<file path="config.mk">
export PLATFORM = sky130hd
export DESIGN_NAME = phase_marker_emitter_flat
export DESIGN_NICKNAME = d
export VERILOG_FILES = /design/src/rtl/phase_marker_emitter_if.sv /design/src/rtl/phase_marker_emitter.sv /design/src/flat_wrapper.sv
export SDC_FILE = /design/constraint.sdc
export NUM_CORES = 1
export LEC_CHECK = 0
export CAP_MARGIN = 40
export CORE_UTILIZATION = 48
export DETAILED_ROUTE_END_ITERATION = 10
export PLACE_DENSITY = 0.8
export SYNTH_ARGS = -nofsm -noshare
export SYNTH_HDL_FRONTEND = slang
export SYNTH_SLANG_ARGS = --single-unit
</file>
<file path="constraint.sdc">
create_clock -name clock -period 3 [get_ports clock]
set_input_delay 0.6 -clock clock [delete_from_list [all_inputs] [get_ports clock]]
set_output_delay 0.6 -clock clock [all_outputs]
set_load 0.02 [all_outputs]
</file>
<file path="src/rtl/phase_marker_emitter_if.sv">
// Request and memory-write handshake bundle for the phase-marker emitter.
// The master side is the emitter: it accepts phase requests and drives memory writes.
interface phase_marker_emitter_if #(
  parameter int ADDR_W = 32
) ();
  logic              req_valid;
  logic [3:0]        req_phase;
  logic              req_end;
  logic              req_ready;
  logic              mem_valid;
  logic [ADDR_W-1:0] mem_addr;
  logic [31:0]       mem_wdata;
  logic              mem_ready;

  modport master (
    input  req_valid, req_phase, req_end, mem_ready,
    output req_ready, mem_valid, mem_addr, mem_wdata
  );

  modport slave (
    output req_valid, req_phase, req_end, mem_ready,
    input  req_ready, mem_valid, mem_addr, mem_wdata
  );
endinterface

</file>
<file path="src/rtl/phase_marker_emitter.sv">
// Phase-marker encoder: turns phase start/end events into marker hint
// instructions, queues them in a small show-ahead FIFO and streams them as
// word writes to consecutive memory addresses. Tracks open phases and keeps
// sticky protocol error flags.
module phase_marker_emitter #(
  parameter int FIFO_DEPTH = 4,
  parameter int ADDR_W     = 32,
  parameter int NUM_PHASES = 7
) (
  input  logic                  clock,
  input  logic                  reset,
  input  logic [ADDR_W-1:0]     base_addr,
  input  logic                  flush,
  phase_marker_emitter_if.master bus,
  output logic [NUM_PHASES-1:0] open_mask,
  output logic                  err_illegal,
  output logic                  err_pairing,
  output logic [15:0]           emitted
);

  localparam int PTR_W = $clog2(FIFO_DEPTH);

  typedef enum logic {ST_IDLE, ST_RUN} state_t;

  state_t                  state_reg, state_next;
  logic [31:0]             fifo_mem [FIFO_DEPTH];
  logic [PTR_W-1:0]        rd_ptr_reg, wr_ptr_reg;
  logic [PTR_W:0]          count_reg;
  logic [ADDR_W-1:0]       addr_reg;
  logic [NUM_PHASES-1:0]   open_mask_reg, open_mask_next;
  logic                    err_illegal_reg, err_pairing_reg;
  logic [15:0]             emitted_reg;

  logic                    fifo_full, fifo_empty;
  logic                    req_ready_next;
  logic                    accept, phase_legal, phase_open, pair_bad, enq, deq;
  logic [NUM_PHASES-1:0]   phase_hit;
  logic [31:0]             marker_word;

  assign fifo_full  = (count_reg == (PTR_W+1)'(FIFO_DEPTH));
  assign fifo_empty = (count_reg == '0);

  // One-hot decode of the requested phase; out-of-range ids decode to zero.
  for (genvar gi = 0; gi < NUM_PHASES; gi++) begin : g_phase_dec
    assign phase_hit[gi] = (bus.req_phase == 4'(gi));
  end

  assign phase_legal = (32'(bus.req_phase) < 32'(NUM_PHASES));
  assign phase_open  = |(open_mask_reg & phase_hit);
  assign accept      = bus.req_valid && req_ready_next;
  // Starting an already-open phase or ending a closed one breaks pairing.
  assign pair_bad    = phase_legal && (bus.req_end ? !phase_open : phase_open);
  assign enq         = accept && phase_legal && !pair_bad;
  // Flush wins over a same-cycle handshake: the word is abandoned, not counted.
  assign deq         = !flush && !fifo_empty && bus.mem_ready;

  // ADDI-style hint: imm12={phase,end}, rs1=x0, funct3=010, rd=x0, opcode=0x13.
  assign marker_word = {7'b0, bus.req_phase, bus.req_end, 5'b0, 3'b010, 5'b0, 7'h13};

  // Next-state, request-ready and open-mask update.
  always_comb begin
    state_next     = state_reg;
    req_ready_next = 1'b0;
    open_mask_next = open_mask_reg;
    case (state_reg)
      ST_IDLE: state_next = ST_RUN;
      ST_RUN:  req_ready_next = !fifo_full && !flush;
      default: state_next = ST_IDLE;
    endcase
    if (flush) state_next = ST_IDLE;
    for (int i = 0; i < NUM_PHASES; i++) begin
      if (enq && phase_hit[i]) open_mask_next[i] = !bus.req_end;
    end
  end

  // State, FIFO bookkeeping, address, counters and sticky errors.
  always_ff @(posedge clock) begin
    if (reset) begin
      state_reg       <= ST_IDLE;
      rd_ptr_reg      <= '0;
      wr_ptr_reg      <= '0;
      count_reg       <= '0;
      addr_reg        <= base_addr;
      open_mask_reg   <= '0;
      err_illegal_reg <= 1'b0;
      err_pairing_reg <= 1'b0;
      emitted_reg     <= '0;
    end else if (flush) begin
      state_reg       <= ST_IDLE;
      rd_ptr_reg      <= '0;
      wr_ptr_reg      <= '0;
      count_reg       <= '0;
      addr_reg        <= base_addr;
      open_mask_reg   <= '0;
      err_illegal_reg <= 1'b0;
      err_pairing_reg <= 1'b0;
    end else begin
      state_reg     <= state_next;
      open_mask_reg <= open_mask_next;
      count_reg     <= count_reg + (PTR_W+1)'(enq) - (PTR_W+1)'(deq);
      if (enq) wr_ptr_reg <= wr_ptr_reg + 1'b1;
      if (deq) begin
        rd_ptr_reg <= rd_ptr_reg + 1'b1;
        addr_reg   <= addr_reg + ADDR_W'(4);
        if (emitted_reg != 16'hFFFF) emitted_reg <= emitted_reg + 16'd1;
      end
      if (accept && !phase_legal) err_illegal_reg <= 1'b1;
      if (accept && pair_bad)     err_pairing_reg <= 1'b1;
    end
  end

  // Marker word storage; occupancy is tracked separately so no reset is needed.
  always_ff @(posedge clock) begin
    if (enq) fifo_mem[wr_ptr_reg] <= marker_word;
  end

  assign bus.req_ready = req_ready_next;
  assign bus.mem_valid = !fifo_empty;
  assign bus.mem_addr  = addr_reg;
  assign bus.mem_wdata = fifo_empty ? 32'h0 : fifo_mem[rd_ptr_reg];
  assign open_mask     = open_mask_reg;
  assign err_illegal   = err_illegal_reg;
  assign err_pairing   = err_pairing_reg;
  assign emitted       = emitted_reg;

endmodule
</file>
<file path="src/flat_wrapper.sv">
// flat-port wrapper written by rule: the top's interface ports become plain ports
module phase_marker_emitter_flat 
#(
  parameter int FIFO_DEPTH = 4,
  parameter int ADDR_W     = 32,
  parameter int NUM_PHASES = 7
)
  (clock, reset, base_addr, flush, open_mask, err_illegal, err_pairing, emitted, bus_req_valid, bus_req_phase, bus_req_end, bus_mem_ready, bus_req_ready, bus_mem_valid, bus_mem_addr, bus_mem_wdata);
  phase_marker_emitter_if #(.ADDR_W(ADDR_W)) bus_i ();
  input  logic clock;
  input  logic reset;
  input  logic [ADDR_W-1:0] base_addr;
  input  logic flush;
  output logic [NUM_PHASES-1:0] open_mask;
  output logic err_illegal;
  output logic err_pairing;
  output logic [15:0] emitted;
  input wire logic [$bits(bus_i.req_valid)-1:0] bus_req_valid;
  input wire logic [$bits(bus_i.req_phase)-1:0] bus_req_phase;
  input wire logic [$bits(bus_i.req_end)-1:0] bus_req_end;
  input wire logic [$bits(bus_i.mem_ready)-1:0] bus_mem_ready;
  output wire logic [$bits(bus_i.req_ready)-1:0] bus_req_ready;
  output wire logic [$bits(bus_i.mem_valid)-1:0] bus_mem_valid;
  output wire logic [$bits(bus_i.mem_addr)-1:0] bus_mem_addr;
  output wire logic [$bits(bus_i.mem_wdata)-1:0] bus_mem_wdata;
  assign bus_i.req_valid = bus_req_valid;
  assign bus_i.req_phase = bus_req_phase;
  assign bus_i.req_end = bus_req_end;
  assign bus_i.mem_ready = bus_mem_ready;
  assign bus_req_ready = bus_i.req_ready;
  assign bus_mem_valid = bus_i.mem_valid;
  assign bus_mem_addr = bus_i.mem_addr;
  assign bus_mem_wdata = bus_i.mem_wdata;
  phase_marker_emitter #(.FIFO_DEPTH(FIFO_DEPTH), .ADDR_W(ADDR_W), .NUM_PHASES(NUM_PHASES)) u_core (.clock(clock), .reset(reset), .base_addr(base_addr), .flush(flush), .bus(bus_i), .open_mask(open_mask), .err_illegal(err_illegal), .err_pairing(err_pairing), .emitted(emitted));
endmodule
</file>
Word level (Yosys, flattened, before mapping)
Memory sizes are Yosys's and may differ from the RTL's. A register that Yosys moved wholly into a read port is not among the register bits.
Cells that the tools add are included.
W data, S select, Z words.
- RAM bits: 20
- register bits: 65
- memories kept: 1
- input port bits: 42
- memories (memory ; words ; bits a word ; read ports ; clocked after Yosys merged registers in ; wr ports ; line ; RTL):
    u_core.fifo_mem ; 4 ; 5 ; 1 ; 1 ; 1 ; phase_marker_emitter.sv:26 ; logic [31:0] fifo_mem [FIFO_DEPTH];
- bitwise logic cells: 2
- reductions and logical operators: 29
- equal/unequal tests: 8
- add/sub/neg operators: 6
- magnitude comparators: 1
- muxes and demuxes: 11
- operator list (kind ; count):
    $mux W32 ; 4
    $add A32 B3 Y32 const B ; 1
    $add A16 B1 Y16 const B ; 1
    $logic_and A1 B1 Y1 ; 16
    $ne A16 B16 Y1 const B ; 1
    $eq A4 B3 Y1 const B ; 3
    $eq A4 B2 Y1 const B ; 2
    $and A7 B7 Y7 ; 1
    $logic_not A1 Y1 ; 7
    $reduce_or A7 Y1 ; 1
    $mux W1 ; 5
    $add A2 B1 Y2 const B ; 2
    $eq A4 B1 Y1 const B ; 1
    $logic_not A4 Y1 ; 1
    $lt A4 B3 Y1 const B ; 1
    $mux W2 ; 2
    $add A3 B1 Y3 ; 1
    $eq A3 B3 Y1 const B ; 1
    $logic_not A3 Y1 ; 1
    $reduce_and A3 Y1 ; 1
    $reduce_bool A3 Y1 ; 1
    $sub A3 B1 Y3 ; 1
    $reduce_or A2 Y1 ; 1
    $not A1 Y1 ; 1

Logic depth before layout (Yosys ltp)
- depth after elaboration: 10
- depth in mapped cells: 11

Worst setup path after synthesis
No wires, ideal clock.
- path kind: input -> register
- start point: in bus_req_phase[0]
- end point: reg u_core.count_reg[2]
- stages: 11
- data required time: 2870 ps
- slack: 351 ps
- arrival: 2519 ps
- cells stage by stage: buf_2 > a31o_1 > nor3_1 > o211ai_2 > nand2_1 > ha_1 > inv_1 > fa_1 > xor2_1 > xnor2_1 > nor2_1
- cells in the longest elaborated chain, start to end: 10
- elaborated cells on any way between the ends: 18
- classes of those cells: add/sub (2); order compare (1); eq/ne (6); mux (1); bitwise (1); reduce/logical (7)
- RTL lines (what ; line ; RTL):
    from (decl) ; flat_wrapper.sv:19 ; input wire logic [$bits(bus_i.req_phase)-1:0] bus_req_phase;
    $eq A4 B1 Y1 (tied with other cells) ; phase_marker_emitter.sv:45 ; assign phase_hit[gi] = (bus.req_phase == 4'(gi));
    $and A7 B7 Y7 ; phase_marker_emitter.sv:49 ; assign phase_open = |(open_mask_reg & phase_hit);
    $reduce_or A7 Y1 ; phase_marker_emitter.sv:49 ;
    $logic_not A1 Y1 ; phase_marker_emitter.sv:52 ; assign pair_bad = phase_legal && (bus.req_end ? !phase_open : phase_open);
    $mux W1 ; phase_marker_emitter.sv:52 ;
    $logic_and A1 B1 Y1 ; phase_marker_emitter.sv:52 ;
    $logic_not A1 Y1 ; phase_marker_emitter.sv:53 ; assign enq = accept && phase_legal && !pair_bad;
    $logic_and A1 B1 Y1 (*) ; phase_marker_emitter.sv:53 ;
    $add A3 B1 Y3 (*) ; phase_marker_emitter.sv:100 ; count_reg <= count_reg + (PTR_W+1)'(enq) - (PTR_W+1)'(deq);
    $sub A3 B1 Y3 (*) ; phase_marker_emitter.sv:100 ;
    to (signal assigned) ; phase_marker_emitter.sv:100 ;
    to (decl) ; phase_marker_emitter.sv:28 ; logic [PTR_W:0] count_reg;
Mark *: on every way between the ends. The rest lies on a longest branch, timed or not.
A chain may end at the register's enable or synchronous reset.

Worst setup path in the final report
- start point: in bus_req_phase[3]
- end point: reg u_core.count_reg[2]
Same word-level chain as after synthesis.

==> impl_metrics.ini <==
[status]
status = completed

[global_route]
grt_antenna_before_repair = 0
grtUsageMet2_pct = 34.12
gr-max-usage-layer = met2
grt_util_met1_pct = 28.21
grt_pass1_vias = 3505
grt_overflow = 0
grt_max_degree = 34
grt_pass1_wl_microns = 16820
use_met3_pct = 4.003
grt_use_total_pct = 21.05

[logic_synthesis]
synth-edff-count = 52
synth-async-reset-ratio_pct = 0
syn_avg_cell_area_sq_um = 10.22
yosysTopAreaCell = edfxtp_1
synthTopCellsByArea = edfxtp_1 33%, dfxtp_1 15%, xnor2_1 6.1%
synth_ff_type = edfxtp_1
syn-instance-count = 462
synth_seq_cells = 87
synth_top_area_share_pct = 33.06
netlist_area_sq_mm = 0.004723
synth_cell_types = 69
yosysWarnings = 0
ys_seq_area_share_pct = 47.89

[sta]
rsz0062_at_grt = false
fin_crit_ps = 2768
fmax_ghz = 0.3613
fin_crit_sh_pct = 92.26
worst_pin_slew_ps = 637.5
slew_headroom_pct = 57.18
finalSetupViolCount = 0
hold_violations = 0
skew_ps = 10.16
holdWs_ps = 478.5
drv_slew = 0

[die]
start_util_pct = 50.40
dieArea_sq_mm = 0.01024
rows = 35
die_x_microns = 101.2
chipHeight_microns = 101.2
core-area_sq_mm = 0.009371
io_pins = 133

[power_and_ir_drop]
leakage_nw = 2.186
powerDensity_mw_per_mm2 = 409.1
peakVddDrop_mv = 0.2190

[layout]
layout_common_cells = 109 x clkdlybuf4s50_1, 53 x nand2_1, 52 x edfxtp_1
num_antenna_cells = 0
largest_reg_flops = 32
nets = 631
drive_gt1_share_pct = 11.62
final_common_cell = clkdlybuf4s50_1
syn2layout_area_growth_pct = 29.64
final_cells = 714
utilization_pct = 65.34

[clock_network]
cts_max_path_buffers = 2
htree_num_levels = 3
numCtsBuffers = 9
cts_tree = done
cts_sinks = 87
clk_pin_slew_ps = 90
cts.repair.resized = 0
cts-hold-fix-buffers = 0
cts_root_buf = clkbuf_8
cts_setup_buffers = 0
clk_latency_ps = 360

[placed_design]
dp_hpwl_microns = 7701
routabilityCongestion = 0.9437
io_buffers = 109
placed_cells = 698

[critical_path]
setup.worst_path.start_class = input port
critical_path_class = in -> reg
cp_num_buf_inv = 2
path_depth = 11
slowest_delay_ps = 570
cpMaxStageDelayCell = clkdlybuf4s50_1
crit_family = simple AND/OR/NAND/NOR gates
cp.required_ps = 3260
worstPathArrival_ps = 3030
critPathMaxFanout = 10
crit_chain = clkdlybuf4s50_1 > or3_4 > o22ai_4 > o211ai_2 > nand2_1 > ha_1 > inv_1 > fa_1 > xor2_1 > xnor2_1 > nor2_1
rr_worst_depth = 11
end_kind = register

[route]
dr.pass1.iters = 5
num_vias = 3762
drtAntennaViolNets = 0
totalWireLength_microns = 10640
vias_per_cell = 5.269
wire_per_inst_microns = 14.90
route.detailed.drc = 0
first_iter_violations = 185

[worst_hold_path]
hold_depth = 2
hp-class = reg -> reg

[job]
max-cap-violations = 0
[kinds of logic after synthesis]
group / Yosys count / share of synthesized area [%]
other: 1 / 0.07939
AO/OA/AOI/OAI: 66 / 8.848
AND/OR/NAND/NOR: 182 / 21.24
XOR/XNOR: 47 / 8.715
buffers and inverters: 61 / 7.390
flip-flops: 87 / 47.89
multiplexers: 9 / 3.285
adder cells (fa/ha/maj): 9 / 2.543
[layer usage]
| layer | vias up | part of all wire, % |
|---|---|---|
| li1 | 1843 | - |
| met1 | 1753 | 45 |
| met2 | 153 | 48 |
| met3 | 13 | 5.8 |
| met4 | 0 | 1.1 |
| met5 | - | 0 |
[final cells by class]
type                            count  area [sq um]
Inverter                           13         48.80
Clock inverter                      7         48.80
Fill cell                         789          3248
Multi-Input combinational cell    336          2195
Sequential cell                    87          2262
Timing Repair Buffer              133          1284
Tap cell                          129         161.4
Clock buffer                        9         123.9
[tightest hold or removal path: cells and delay by family, from the launching register on]
family,cells,cell delay (ps)
flip-flops,1,330
AND/OR/NAND/NOR,1,50
AO/OA/AOI/OAI,1,50
[per-stage QoR]
step	worst slack, ps	power, W	setup TNS, ps	area [sq um]
after floorplan	351.1	0.001611	0	4806
after CTS	174.5	0.002516	0	6123
after global routing	117.2	0.002601	0	6123
final	232.2	0.002505	0	6123
after global placement	-32.65	0.001775	-32.65	5951
after detailed placement	-133.6	0.001783	-133.6	5951
[worst paths after layout]
kind	startpoint	endpoint	slack [ps]
worst max register to register	u_core.count_reg[1]	u_core.count_reg[2]	650
worst min register to register	u_core.err_pairing	u_core.err_pairing	480
worst max-delay path	bus_req_phase[3]	u_core.count_reg[2]	230
worst min-delay path	u_core.err_pairing	u_core.err_pairing	480
[synthesized netlist by cell type, drive strengths merged, types with 2 or more instances]
cell	n
and2	8
xnor2	33
edfxtp	52
clkbuf	12
and3	10
nor4	11
mux4	5
a21oi	6
o311ai	2
nand3	18
nor4b	2
or3	3
dfxtp	35
buf	36
nor2b	6
and4	2
o41ai	2
nor3	15
ha	8
nand2	53
a31oi	3
o22ai	5
nand4	9
xor2	14
a41oi	3
inv	12
mux2	2
mux2i	2
o21ai	36
nor2	35
nor3b	4
[power by group]
| part | switching (W) | leakage (nW) | internal [W] |
|---|---|---|---|
| logic | 0.000200 | 1.31 | 0.000187 |
| registers | 0.0000513 | 0.793 | 0.00132 |
| clock network | 0.000447 | 0.0776 | 0.000301 |
| total | 0.000698 | 2.19 | 0.00181 |
Power figures use the tool's default switching activity.
